==> config.mk <==
export PLATFORM = sky130hd
export DESIGN_NAME = fpu_flat
export DESIGN_NICKNAME = d
export VERILOG_FILES = /design/src/rtl/fpu_pkg.sv /design/src/rtl/fpu_if.sv /design/src/rtl/fpu_lzc.sv /design/src/rtl/fpu.sv /design/src/flat_wrapper.sv
export SDC_FILE = /design/constraint.sdc
export NUM_CORES = 1
export LEC_CHECK = 0
export ABC_AREA = 1
export CAP_MARGIN = 20
export CORE_MARGIN = 2
export CORE_UTILIZATION = 45
export DETAILED_ROUTE_END_ITERATION = 10
export GPL_TIMING_DRIVEN = 0
export HOLD_SLACK_MARGIN = 0.05
export PLACE_DENSITY = 0.71
export SYNTH_ARGS = -nofsm -noshare
export SYNTH_HDL_FRONTEND = slang
export SYNTH_SLANG_ARGS = --single-unit
export TNS_END_PERCENT = 5
==> constraint.sdc <==
create_clock -name clk -period 5.55 [get_ports clk]
set_clock_uncertainty 0.05 [all_clocks]
set_input_delay 1.11 -clock clk [delete_from_list [all_inputs] [get_ports clk]]
set_output_delay 1.11 -clock clk [all_outputs]
set_load 0.05 [all_outputs]
==> src/rtl/fpu_pkg.sv <==
// Shared types and constants for the binary32 adder pipeline.
// Build macro FPU_DENORM_EN selects gradual underflow; flush-to-zero otherwise.
package fpu_pkg;

  localparam int unsigned EXP_W   = 8;
  localparam int unsigned FRAC_W  = 23;
  localparam int unsigned BIAS    = 127;
  localparam int unsigned SIG_W   = FRAC_W + 1;
  localparam int unsigned DP_W    = SIG_W + 3;
  localparam int unsigned EXP_MAX = 2 * BIAS + 1;

  localparam logic [31:0] QNAN    = 32'h7FC0_0000;
  localparam logic [31:0] POS_INF = 32'h7F80_0000;
  localparam logic [31:0] NEG_INF = 32'hFF80_0000;

  typedef enum logic [2:0] {
    CLS_ZERO,
    CLS_SUB,
    CLS_NORM,
    CLS_INF,
    CLS_NAN
  } fp_class_e;

  typedef struct packed {
    logic             sign;
    logic [EXP_W-1:0] exp;
    logic [SIG_W-1:0] sig;
    fp_class_e        cls;
  } fp_op_t;

  typedef struct packed {
    logic             spec_vld;
    logic [31:0]      spec_val;
    logic             sign;
    logic             sub;
    logic [EXP_W-1:0] exp;
    logic [SIG_W-1:0] sig_a;
    logic [SIG_W-1:0] sig_b;
    logic [EXP_W-1:0] diff;
  } s1_t;

  typedef struct packed {
    logic             spec_vld;
    logic [31:0]      spec_val;
    logic             sign;
    logic             sub;
    logic [EXP_W-1:0] exp;
    logic [DP_W:0]    sum;
  } s2_t;

  // Unpack and classify; subnormals either get exponent 1 or collapse to a signed zero.
  function automatic fp_op_t unpack_op(input logic [31:0] f);
    fp_op_t            o;
    logic [EXP_W-1:0]  e;
    logic [FRAC_W-1:0] m;
    e      = f[30:23];
    m      = f[22:0];
    o.sign = f[31];
    o.exp  = e;
    o.sig  = {1'b1, m};
    o.cls  = CLS_NORM;
    if (e == '1) begin
      o.cls = (m != '0) ? CLS_NAN : CLS_INF;
    end else if (e == '0) begin
      if (m == '0) begin
        o.cls = CLS_ZERO;
        o.sig = '0;
      end else begin
        o.cls = CLS_SUB;
`ifdef FPU_DENORM_EN
        o.exp = EXP_W'(1);
        o.sig = {1'b0, m};
`else
        o.sig = '0;
`endif
      end
    end
    return o;
  endfunction

endpackage

==> src/rtl/fpu_if.sv <==
// Operand/result bundle of the adder: two binary32 operands in, one sum out.
interface fpu_if;
  logic [31:0] F1;
  logic [31:0] F2;
  logic [31:0] F3;

  modport master (output F1, output F2, input F3);
  modport slave  (input F1, input F2, output F3);
endinterface

==> src/rtl/fpu_lzc.sv <==
// Combinational leading-zero counter over the 27-bit significand datapath.
module fpu_lzc
  import fpu_pkg::*;
(
  input  logic [DP_W-1:0] vec,
  output logic [4:0]      cnt_c
);

  // Scanning upward lets the highest set bit write last.
  always_comb begin
    cnt_c = 5'(DP_W);
    for (int i = 0; i < int'(DP_W); i++) begin
      if (vec[i]) cnt_c = 5'(int'(DP_W) - 1 - i);
    end
  end

endmodule

==> src/rtl/fpu.sv <==
// Three-stage binary32 adder: unpack/swap, align/add, normalize/round/pack.
// Build macro FPU_DENORM_EN enables subnormal inputs/outputs; otherwise flush-to-zero.
module fpu
  import fpu_pkg::*;
(
  input logic   clk,
  input logic   rst_n,
  fpu_if.slave  bus
);

  s1_t         s1_d, s1_q;
  s2_t         s2_d, s2_q;
  logic [31:0] f3_d, f3_q;

  fp_op_t ua, ub, big, sml;
  logic   swap;

  // Stage 1: classify, order by magnitude, resolve NaN/infinity up front.
  always_comb begin
    ua   = unpack_op(bus.F1);
    ub   = unpack_op(bus.F2);
    swap = {ub.exp, ub.sig} > {ua.exp, ua.sig};
    big  = swap ? ub : ua;
    sml  = swap ? ua : ub;

    s1_d       = '0;
    s1_d.sign  = big.sign;
    s1_d.sub   = big.sign ^ sml.sign;
    s1_d.exp   = big.exp;
    s1_d.sig_a = big.sig;
    s1_d.sig_b = sml.sig;
    s1_d.diff  = big.exp - sml.exp;

    if (ua.cls == CLS_NAN || ub.cls == CLS_NAN ||
        (ua.cls == CLS_INF && ub.cls == CLS_INF && ua.sign != ub.sign)) begin
      s1_d.spec_vld = 1'b1;
      s1_d.spec_val = QNAN;
    end else if (ua.cls == CLS_INF) begin
      s1_d.spec_vld = 1'b1;
      s1_d.spec_val = ua.sign ? NEG_INF : POS_INF;
    end else if (ub.cls == CLS_INF) begin
      s1_d.spec_vld = 1'b1;
      s1_d.spec_val = ub.sign ? NEG_INF : POS_INF;
    end
  end

  logic [DP_W-1:0] a_ext, b_ext, b_al, lost;

  // Stage 2: align the smaller operand with guard/round/sticky, then add or subtract.
  always_comb begin
    a_ext = {s1_q.sig_a, 3'b000};
    b_ext = {s1_q.sig_b, 3'b000};
    lost  = '0;
    if (s1_q.diff >= EXP_W'(DP_W - 1)) begin
      b_al = {{(DP_W-1){1'b0}}, |s1_q.sig_b};
    end else begin
      b_al    = b_ext >> s1_q.diff[4:0];
      lost    = b_ext & ((DP_W'(1) << s1_q.diff[4:0]) - DP_W'(1));
      b_al[0] = b_al[0] | (|lost);
    end

    s2_d          = '0;
    s2_d.spec_vld = s1_q.spec_vld;
    s2_d.spec_val = s1_q.spec_val;
    s2_d.sign     = s1_q.sign;
    s2_d.sub      = s1_q.sub;
    s2_d.exp      = s1_q.exp;
    s2_d.sum      = s1_q.sub ? ({1'b0, a_ext} - {1'b0, b_al})
                             : ({1'b0, a_ext} + {1'b0, b_al});
  end

  logic [4:0] lz_c;

  fpu_lzc u_lzc (
    .vec   (s2_q.sum[DP_W-1:0]),
    .cnt_c (lz_c)
  );

  logic [4:0]        shamt;
  logic [DP_W-1:0]   m;
  logic signed [9:0] exp_n, exp_f;
  logic              rnd_up;
  logic [SIG_W:0]    sig_r;
  logic [SIG_W-1:0]  sig_f;
  logic [EXP_W-1:0]  exp_field;

  // Stage 3: normalize, round to nearest-even, handle overflow/underflow and pack.
  always_comb begin
    shamt = '0;
    if (s2_q.sum[DP_W]) begin
      m     = {s2_q.sum[DP_W:2], |s2_q.sum[1:0]};
      exp_n = 10'(s2_q.exp) + 10'd1;
    end else begin
`ifdef FPU_DENORM_EN
      // Stop at exponent 1 so tiny results land in the subnormal encoding.
      if (10'(lz_c) >= 10'(s2_q.exp)) shamt = 5'(s2_q.exp - EXP_W'(1));
      else                            shamt = lz_c;
`else
      shamt = lz_c;
`endif
      m     = s2_q.sum[DP_W-1:0] << shamt;
      exp_n = 10'(s2_q.exp) - 10'(shamt);
    end

    rnd_up = m[2] & (m[3] | m[1] | m[0]);
    sig_r  = {1'b0, m[DP_W-1:3]} + (SIG_W+1)'(rnd_up);
    if (sig_r[SIG_W]) begin
      sig_f = sig_r[SIG_W:1];
      exp_f = exp_n + 10'sd1;
    end else begin
      sig_f = sig_r[SIG_W-1:0];
      exp_f = exp_n;
    end

`ifdef FPU_DENORM_EN
    exp_field = sig_f[SIG_W-1] ? exp_f[EXP_W-1:0] : '0;
`else
    exp_field = exp_f[EXP_W-1:0];
`endif
    f3_d = {s2_q.sign, exp_field, sig_f[FRAC_W-1:0]};

    if (s2_q.spec_vld) begin
      f3_d = s2_q.spec_val;
    end else if (s2_q.sum == '0) begin
      f3_d = {~s2_q.sub & s2_q.sign, 31'd0};
    end else if (exp_f >= $signed(10'(EXP_MAX))) begin
      f3_d = s2_q.sign ? NEG_INF : POS_INF;
`ifndef FPU_DENORM_EN
    end else if (exp_f <= 10'sd0 || !sig_f[SIG_W-1]) begin
      f3_d = {s2_q.sign, 31'd0};
`endif
    end
  end

  always_ff @(posedge clk or negedge rst_n) begin
    if (!rst_n) begin
      s1_q <= '0;
      s2_q <= '0;
      f3_q <= '0;
    end else begin
      s1_q <= s1_d;
      s2_q <= s2_d;
      f3_q <= f3_d;
    end
  end

  assign bus.F3 = f3_q;

endmodule

==> src/flat_wrapper.sv <==
// flat-port wrapper written by rule: the top's interface ports become plain ports
module fpu_flat import fpu_pkg::*;
  (clk, rst_n, bus_F1, bus_F2, bus_F3);
  fpu_if bus_i ();
  input logic clk;
  input logic rst_n;
  input wire logic [$bits(bus_i.F1)-1:0] bus_F1;
  input wire logic [$bits(bus_i.F2)-1:0] bus_F2;
  output wire logic [$bits(bus_i.F3)-1:0] bus_F3;
  assign bus_i.F1 = bus_F1;
  assign bus_i.F2 = bus_F2;
  assign bus_F3 = bus_i.F3;
  fpu u_core (.clk(clk), .rst_n(rst_n), .bus(bus_i));
endmodule
[Word-level counts from Yosys, hierarchy flattened]
Cells that the tools add are included.
Word-level totals
  register bits: 202
  latch bits: 0
  bits in writable memories: 0
  ROM bits: 0
  input port bits: 66
  output and inout port bits: 32
  word-level logic and storage cells: 116
  memories kept: 0
Cells by class
  add/subtract/negate cells: 8
  $mul: 0
  divide/modulo/power cells: 0
  $lt $le $gt $ge: 4
  equal/unequal tests: 7
  shift operators: 3
  mux-type cells: 55
  bitwise logic cells: 8
  reductions and logical operators: 16
Operator list (number)
  32-bit two-way mux: 6
  5-bit two-way mux: 26
  27-bit two-way mux: 4
  33-bit two-way mux: 3
  24-bit two-way mux: 3
  36-bit two-way mux: 2
  23-bit zero test: 2
  23-bit nonzero test: 2
  32-bit greater-than comparator: 1
  31-bit two-way mux: 1
  27-bit by 27-bit adder with 28-bit output: 1
  28-bit zero test: 1
  28-bit two-way mux: 1
  27-bit by 27-bit subtractor with 28-bit output: 1
  27-bit AND: 1
  27-bit OR reduction: 1
  1-bit by 5-bit << shifter with 27-bit output, first input constant: 1
  27-bit by 5-bit << shifter with 27-bit output: 1
  27-bit by 5-bit >> shifter with 27-bit output: 1
  27-bit by 1-bit subtractor with 27-bit output, second input constant: 1
  24-bit by 1-bit adder with 25-bit output: 1
  24-bit OR reduction: 1
  10-bit two-way mux: 2
  8-bit == test, second input constant: 2
  other kinds (21): 35

[Logic depth before layout (Yosys ltp)]
Gate-level depths: netlist of run 1.
  word-level depth: 40
  mapped depth: 53
  mapped depth without buffers: 51

[Cells and area by module]
Synthesis of run 1 repeated with hierarchy kept, for this count alone.
Second synthesis, totals
  cells, all modules: 2292
  area total of the unflattened synthesis: 14505.2 um^2
Modules (own cells, without submodules)
  fpu: instances 1, cells each 2212, area an instance 14152.3 um^2, sequential area each 3553.4 um^2
  fpu_lzc: instances 1, cells each 80, area an instance 352.8 um^2, sequential area each 0.0 um^2

[Worst setup path after synthesis of run 1]
OpenSTA, ideal clock, no wires.
  kind: register to register
  from: register u_core.s2_q[1] (netlist bit)
  to: register u_core.f3_q[12] (netlist: u_core.bus.F3[12])
  data arrival time: 4.442 ns
  data required time: 5.372 ns
  path slack: 0.930 ns
  stages on the path, launching flop included: 48
  path buffers: 2
  clock period less this slack: 4.620 ns
  path through: dfrtp_1 > inv_2 > nand2_1 > nand2_1 > nand2_1 > nand2_1 > nand2_1 > nand2_1 > nand2_1 > nand2_1 > nand2_1 > nand2_1 > nand2_1 > nand2_1 > nand2_1 > nand2_1 > nand2_1 > nand2_1 > [12 not listed] > xor2_1 > o21ai_0 > inv_1 > nor3_1 > nand3_1 > inv_1 > nand3_1 > xor2_1 > nand4_1 > nand2_1 > nand3_1 > nor2_2 > nand2_4 > nand2_8 > inv_6 > nand2_4 > buf_8 > nor2_4
On the way
  cells in the longest elaborated chain, start to end: 39
  elaborated cells between the ends (all ways): 47
Ends and longest elaborated chain
  start, declared: RTL line fpu.sv:12  | s2_t s2_d, s2_q;
  start signal, assigned: RTL line fpu.sv:138  | s2_q <= '0;
  start signal, assigned: RTL line fpu.sv:142  | s2_q <= s2_d;
  5-bit two-way mux (26 in series): RTL line fpu_lzc.sv:13  | if (vec[i]) cnt_c = 5'(int'(DP_W) - 1 - i);
  27-bit by 5-bit << shifter with 27-bit output: RTL line fpu.sv:101  | m = s2_q.sum[DP_W-1:0] << shamt;
  27-bit two-way mux: RTL line fpu.sv:90  | if (s2_q.sum[DP_W]) begin
  1-bit OR (2 in series): RTL line fpu.sv:105  | rnd_up = m[2] & (m[3] | m[1] | m[0]);
  1-bit AND: RTL line fpu.sv:105
  24-bit by 1-bit adder with 25-bit output: RTL line fpu.sv:106  | sig_r = {1'b0, m[DP_W-1:3]} + (SIG_W+1)'(rnd_up);
  10-bit two-way mux / 24-bit two-way mux (equally long branches): RTL line fpu.sv:107  | if (sig_r[SIG_W]) begin
  10-bit by 1-bit <= comparator with 1-bit output / 1-bit zero test (equally long branches): RTL line fpu.sv:129  | end else if (exp_f <= 10'sd0 || !sig_f[SIG_W-1]) begin
  1-bit logical OR: RTL line fpu.sv:129
  31-bit two-way mux: RTL line fpu.sv:129
  32-bit two-way mux: RTL line fpu.sv:126  | end else if (exp_f >= $signed(10'(EXP_MAX))) begin
  32-bit two-way mux *: RTL line fpu.sv:124  | end else if (s2_q.sum == '0) begin
  32-bit two-way mux *: RTL line fpu.sv:122  | if (s2_q.spec_vld) begin
  net u_core.f3_d[12]: RTL line fpu.sv:13  | logic [31:0] f3_d, f3_q;
  end signal, assigned: RTL line fpu.sv:139  | f3_q <= '0;
  end signal, assigned: RTL line fpu.sv:143  | f3_q <= f3_d;
  end, declared: RTL line fpu.sv:13
The timed path passes the listed nets; every way through them passes the cells marked *.

==> out/qor.csv, run 1 <==
stage,metric,value,unit
placed_design,DP HPWL,36800,µm
setup_path,R2R setup slack,0.41,ns
yosys,top post-synthesis cells by area,"dfrtp_1 (26%), nand2_1 (16%), ha_1 (8.4%)",
floorplanning,row cnt,63,
setup_path,CP Launch Type,primary input,
yosys,"Distinct cells, synth",65,
setup_path,Top delay family on crit path,buffers and inverters,
yosys,Synth Area in XOR/XNOR,0.0369,
placed_design,IO Port Bufs,97,
yosys,cell taking the most area after synthesis,dfrtp_1,
timing,FMAX,0.192,GHz
setup_path,Crit path required time,5.75,ns
clock_network,clock sinks,142,
yosys,number of enable flip-flop cells after synthesis,0,
setup_path,CP Depth,16,
setup_path,Critical Path Fanout Max,10,
placed_design,DP Worst Slack,-0.467,ns
floorplanning,chip height,178,µm
drt,Vias per Instance,5.45,
setup_path,worst path buffer plus inverter count,7,
yosys,syn_nets,2243,
drt,first drt pass iteration count,6,
cells_and_area,ratio of cells with drive above 1 in the final layout,0.101,
floorplanning,Die Area,0.0315,mm²
floorplanning,I/O Pins,98,
global_routing,first-pass GRT wire length,70800,µm
global_routing,gr usage total,0.290,
yosys,Synth Area in Simple Gates,0.359,
setup_path,"slowest stage delay, CP",0.60,ns
setup_path,Worst EP arrival,5.41,ns
timing,RSZ-0062 raised after global routing,yes,
setup_path,CP endpoint kind,flip-flop,
floorplanning,Core Area,0.0296,mm²
clock_network,number of hold buffers added after cts,0,
cells_and_area,nets@finish,2384,
yosys,largest family of logic cells by synthesized area,simple AND/OR/NAND/NOR gates,
yosys,mux contribution to synthesized area,0.00517,
yosys,Synth top cells by count,"nand2_1 (567), inv_1 (263), nand3_1 (197), o21ai_0 (183), nor2_1 (158)",
timing,Rel. slew slack,0.526,
yosys,prevailing post-synth register cell,dfrtp_1,
timing,"Slew Viols, Final",0,
cells_and_area,Antenna Diode Count,0,
placed_design,GP Congestion,0.992,
yosys,Yosys reg bits,142,
timing,hold_ws,0.290,ns
cells_and_area,# fillers,3025,
setup_path,CP Cell Sequence,"clkdlybuf4s50_1, nor4_1, nand2_1, inv_2, buf_2, nor2_1, ha_1, nand4_1, nor3b_1, nand3_1, nand2_1, clkbuf_2, inv_1, clkbuf_1, clkbuf_2, o21ai_0",
timing,minimum clock period,5.21,ns
clock_network,root buf cell,clkbuf_16,
yosys,share of the synthesized area in the top cell type,0.262,
clock_network,# H-tree levels,4,
drt,Avg WL per Cell,17.2,µm
yosys,Syn Std Cell Area,0.0135,mm²
drt,Final ANT Viol Nets,0,
yosys,Mapped Cells,2084,
yosys,Compound-Gate Fraction of Synth Area,0.144,
setup_path,slowest cell on the critical path,o21ai_0,
yosys,Yosys warning count,0,
timing,post-route setup slack,0.336,ns
clock_network,CTS tree,done,
pwr,PwrDens,457,mW/mm²
yosys,adder-cell share of the synthesized area,0.0870,
flow_run,Max Cap Violations,0,
timing,Final setup viols,0,
timing,Fin. Hold Viols,0,
pwr,Max IR drop VDD,0.247,mV
clock_network,"Reg clk slew, reported paths",0.07,ns
drt,Iter 0 DRT Violations,1169,
min_path,hold path cells,0,
drt,vias post-DR,14300,
drt,Post-route DRC,0,
run_status,status,finished clean,
setup_path,worst reg2reg path depth,32,
cells_and_area,Multi-input gate area,0.00876,mm²
floorplanning,starting density of the core,0.457,
yosys,most common cell in the synthesized netlist,nand2_1,
timing,Final TNS setup,0,ns
min_path,Tightest Hold Check Type,flip-flop to flip-flop,
setup_path,critical path class,primary input to flip-flop,
clock_network,Max clock buf depth,2,
clock_network,Worst-Skew Late Latency,0.43,ns
clock_network,total CTS buffers,17,
drt,final wirelength,45100,µm
cells_and_area,Area growth syn-to-layout,18.8,%
yosys,ys async rst share,1.00,
timing,fin crit share,0.939,
global_routing,initial antenna violation count,2,
pwr,leakage power,0.00811,µW
cells_and_area,Reg area,0.00356,mm²
floorplanning,Die X,178,µm
timing,Slew @ Worst Pin,0.704,ns
global_routing,total grt overflow,0,
global_routing,pin count of the biggest net entering global routing,83,
yosys,mean area per synthesized cell,6.50,µm²
yosys,sequential area share after synthesis,0.262,
global_routing,vias in the first global route,13700,
## sequential cells by signal, indices dropped and copies added, names as in the netlist
signal	flops
u_core.a_ext	24
u_core.b_ext	24
u_core.s2_q	41
u_core.bus.F3	32
u_core.s1_q	21
## layout make-up
class | instances | area share
Buffer | 74 | 0.0251
Clock buffer | 18 | 0.0267
Clock inverter | 14 | 0.00856
Inverter | 284 | 0.0684
Multi-Input combinational cell | 1582 | 0.545
Sequential cell | 142 | 0.221
Tap cell | 390 | 0.0303
Timing Repair Buffer | 124 | 0.0754
## report_power, final
group	switching, µW	total, µW	leakage, µW	internal (µW)
Combinational	3140	4700	0.00614	1560
Sequential	229	1550	0.00170	1320
Clock	508	1110	0.000275	597
Total	3880	7350	0.00811	3480
## repair_timing
item / CTS / global route
endpoints found under the setup margin: 37 / 93
resized for setup: 8 / 109
buffers inserted: 0 / 25
pin swaps: 0 / 19
cloned: 0 / 1
## per-stage QoR
stage	utilization	area, µm²	total power, µW	instances
5_1_grt	0.543	16100	7930	2628
3_3_place_gp	0.506	15000	5990	2571
3_5_place_dp	0.507	15000	6020	2572
2_1_floorplan	-	13500	4740	2084
4_1_cts	0.527	15600	7160	2603
6_report	0.543	16100	7350	2628
## logic make-up after synthesis
logic type | count (synthesis)
xor+xnor | 57
compound gates | 349
flops | 142
fa+ha+maj | 93
simple gates | 1076
buf+inv | 360
mux | 7
## final timing paths
| kind | start | to |
|---|---|---|
| max | bus_F2[27] | u_core.a_ext[4]$_DFF_PN0_ |
| min | u_core.s1_q[63]$_DFF_PN0_ | u_core.s2_q[35]$_DFF_PN0_ |
| max reg2reg | u_core.s1_q[1]$_DFF_PN0_ | u_core.s2_q[24]$_DFF_PN0_ |
| min reg2reg | u_core.s1_q[63]$_DFF_PN0_ | u_core.s2_q[35]$_DFF_PN0_ |
| max in group asynchronous | rst_n | u_core.s1_q[2]$_DFF_PN0_ |
| min in group asynchronous | rst_n | u_core.bus.F3[2]$_DFF_PN0_ |
## cells in the final DEF, fill, tap and decap left out, drive strengths merged, types with 2 or more instances in the layout
master,count
nor4,17
o31ai,10
ha,91
a21boi,4
a31oi,8
nor3,26
nor2,180
o211ai,11
fa,2
o21bai,3
o2111ai,5
clkinvlp,5
o22ai,11
nand3,205
o21a,3
clkbuf,66
a21oi,82
buf,54
xor2,48
and3,2
nand2,595
o221ai,2
o21ai,192
nand4,42
xnor2,9
or2,5
mux2i,7
inv,287
clkinv,6
a211oi,7
clkdlybuf4s50,96
dfrtp,142
and2,2
## per-layer routing
metal | vias to the layer above | track usage | wire, µm
met5 | - | 0 | 0
met1 | 6636 | 0.368 | 19700
met2 | 465 | 0.498 | 21700
li1 | 7116 | - | -
met4 | 0 | 0.127 | 1680
met3 | 98 | 0.0283 | 2000
No activity file was read; power rests on OpenSTA's default activity.
==> run 2, diff against run 1 <==
--- a/config.mk
+++ b/config.mk
@@ -13,6 +13,7 @@
 export GPL_TIMING_DRIVEN = 0
 export HOLD_SLACK_MARGIN = 0.05
 export PLACE_DENSITY = 0.71
+export RECOVER_POWER = 50
 export SYNTH_ARGS = -nofsm -noshare
 export SYNTH_HDL_FRONTEND = slang
 export SYNTH_SLANG_ARGS = --single-unit
==> run 2 against run 1 <==
Compared with the run above:
- the run now ends with capacitance limit, slew limit left
- highest routed layer unchanged
- non-clock buffer count unchanged
- critical path depth unchanged
- maximum frequency shrank 0.12%
- flip-flop and latch count unchanged
- largest power group unchanged
- cell count did not move
==> out/qor.csv, run 2 (synthesis gave the netlist of run 1 again) <==
stage,metric,value,unit
run_status,status,finished with violations,
run_status,failing checks,"capacitance limit, slew limit",
floorplanning,Die X,178,µm
cells_and_area,"most common cell after layout, fill and taps aside",nand2_1,
global_routing,total grt overflow,0,
min_path,hold path cells,0,
floorplanning,row cnt,63,
min_path,Tightest Hold Check Type,flip-flop to flip-flop,
clock_network,CTS tree,done,
pwr,PwrDens,457,mW/mm²
timing,Slew @ Worst Pin,3.36,ns
cells_and_area,Area growth syn-to-layout,18.7,%
flow_run,Max Cap Violations,1,
clock_network,"Reg clk slew, reported paths",0.07,ns
cells_and_area,Reg with most FFs,u_core.s2_q,
cells_and_area,most frequent cells in the layout,"nand2_1 (565), inv_1 (259), nand3_1 (193), o21ai_0 (168), nor2_1 (149)",
pwr,Max IR drop VDD,0.247,mV
global_routing,gr usage total,0.290,
cells_and_area,nets@finish,2384,
placed_design,GP Congestion,0.992,
drt,first drt pass iteration count,5,
setup_path,R2R Path Start,u_core.s1_q[1]$_DFF_PN0_,
setup_path,CP Launch Type,primary input,
drt,Avg WL per Cell,17.1,µm
placed_design,DP Worst Slack,-0.467,ns
setup_path,CP endpoint kind,flip-flop,
cells_and_area,max reg flops,41,
drt,vias post-DR,14300,
setup_path,R2R setup slack,0.41,ns
setup_path,worst reg2reg path depth,32,
drt,Final ANT Viol Nets,0,
min_path,Worst Hold Launch,u_core.s1_q[63]$_DFF_PN0_,
setup_path,CP Cell Sequence,"clkdlybuf4s50_1, nor4_1, nand2_1, inv_2, buf_2, nor2_1, ha_1, nand4_1, nor3b_1, nand3_1, nand2_1, clkbuf_2, clkbuf_1, clkbuf_1, nand2_1, o21ai_0",
drt,Iter 0 DRT Violations,1108,
setup_path,Worst EP arrival,5.42,ns
setup_path,"slowest stage delay, CP",0.53,ns
cells_and_area,ratio of cells with drive above 1 in the final layout,0.101,
pwr,leakage power,0.00811,µW
floorplanning,starting density of the core,0.457,
drt,final wirelength,45100,µm
timing,FMAX,0.192,GHz
global_routing,vias in the first global route,13700,
timing,"Slew Viols, Final",61,
placed_design,DP HPWL,36800,µm
clock_network,Worst-Skew Late Latency,0.43,ns
setup_path,Crit path required time,5.75,ns
placed_design,dpl cells,2572,
drt,Vias per Instance,5.43,
clock_network,# H-tree levels,4,
timing,Final setup viols,0,
floorplanning,Die Area,0.0315,mm²
floorplanning,chip height,178,µm
clock_network,root buf cell,clkbuf_16,
clock_network,Max clock buf depth,2,
floorplanning,Core Area,0.0296,mm²
min_path,hold endpoint,u_core.s2_q[35]$_DFF_PN0_,
placed_design,IO Port Bufs,97,
timing,fin crit share,0.941,
clock_network,number of hold buffers added after cts,0,
floorplanning,I/O Pins,98,
global_routing,pin count of the biggest net entering global routing,83,
setup_path,slowest cell on the critical path,nor3b_1,
drt,Post-route DRC,0,
clock_network,total CTS buffers,17,
setup_path,Crit path top cell by count,nand2_1,
clock_network,clock sinks,142,
global_routing,initial antenna violation count,2,
global_routing,first-pass GRT wire length,70800,µm
timing,minimum clock period,5.22,ns
timing,post-route setup slack,0.330,ns
cells_and_area,fin cells,2628,
setup_path,critical path class,primary input to flip-flop,
setup_path,Critical R2R Capture,u_core.s2_q[24]$_DFF_PN0_,
cells_and_area,Antenna Diode Count,0,
timing,Fin. Hold Viols,0,
timing,RSZ-0062 raised after global routing,yes,
setup_path,Critical Path Fanout Max,10,
timing,Rel. slew slack,-1.24,
## run 2: how the worst max path moves through the flow
stage	from	to	slack [ns]	cells after the start
CTS	u_core.s2_q[3]$_DFF_PN0_	u_core.bus.F3[16]$_DFF_PN0_	0.02	45
finish	bus_F2[27]	u_core.a_ext[3]$_DFF_PN0_	0.33	16
global route	u_core.s1_q[0]$_DFF_PN0_	u_core.s2_q[27]$_DFF_PN0_	-0.09	38
floorplan	u_core.s2_q[1]$_DFF_PN0_	u_core.bus.F3[12]$_DFF_PN0_	0.93	47
detailed placement	bus_F2[27]	u_core.a_ext[5]$_DFF_PN0_	-0.47	21
global placement	rst_n	u_core.b_ext[7]$_DFF_PN0_	-1.99	1
## run 2: area by class of cell
class / instances / area, µm²
clock inverter: 14 / 138
timing repair buffer: 124 / 1200
inverter: 284 / 1100
multi-input combinational: 1582 / 8760
buffer: 74 / 404
sequential: 142 / 3560
tap: 390 / 488
fill: 3027 / 13600
clock buffer: 18 / 429
## run 2: power by group
part,internal [µW],switching [µW]
registers,1320,227
logic,1560,3140
clock network,597,508
total,3480,3870
## run 2: what timing repair did
action,CTS,global route
endpoints found under the setup margin,37,93
buffers inserted,0,25
pin swaps,0,19
resized for setup,8,109
gates cloned,0,1
## run 2: per-layer routing
| layer | vias to the layer above | GRT usage | routed length, µm |
|---|---|---|---|
| met5 | - | 0 | 0 |
| met4 | 0 | 0.127 | 1700 |
| met3 | 99 | 0.0283 | 2170 |
| met2 | 482 | 0.498 | 21700 |
| met1 | 6587 | 0.368 | 19500 |
| li1 | 7108 | - | - |
## run 2: critical path, delay by kind of cell
kind                       cells  cell delay, ns
adders and majority gates      1            0.33
and+or+nand+nor                8            1.72
AOI/OAI and AO/OA              1            0.28
buffers and inverters          6            1.97
## run 2: per-stage QoR
| stage | hold WS [ns] | total power, µW | TNS (ns) | cell area (µm²) | util |
|---|---|---|---|---|---|
| 2_1_floorplan | 0.281 | 4740 | 0 | 13500 | - |
| 3_3_place_gp | 0.283 | 5990 | -291.45 | 15000 | 0.506 |
| 3_5_place_dp | 0.285 | 6020 | -17.15 | 15000 | 0.507 |
| 4_1_cts | 0.289 | 7160 | 0 | 15600 | 0.527 |
| 5_1_grt | 0.295 | 7930 | -0.752 | 16100 | 0.543 |
| 6_report | 0.289 | 7350 | 0 | 16100 | 0.543 |
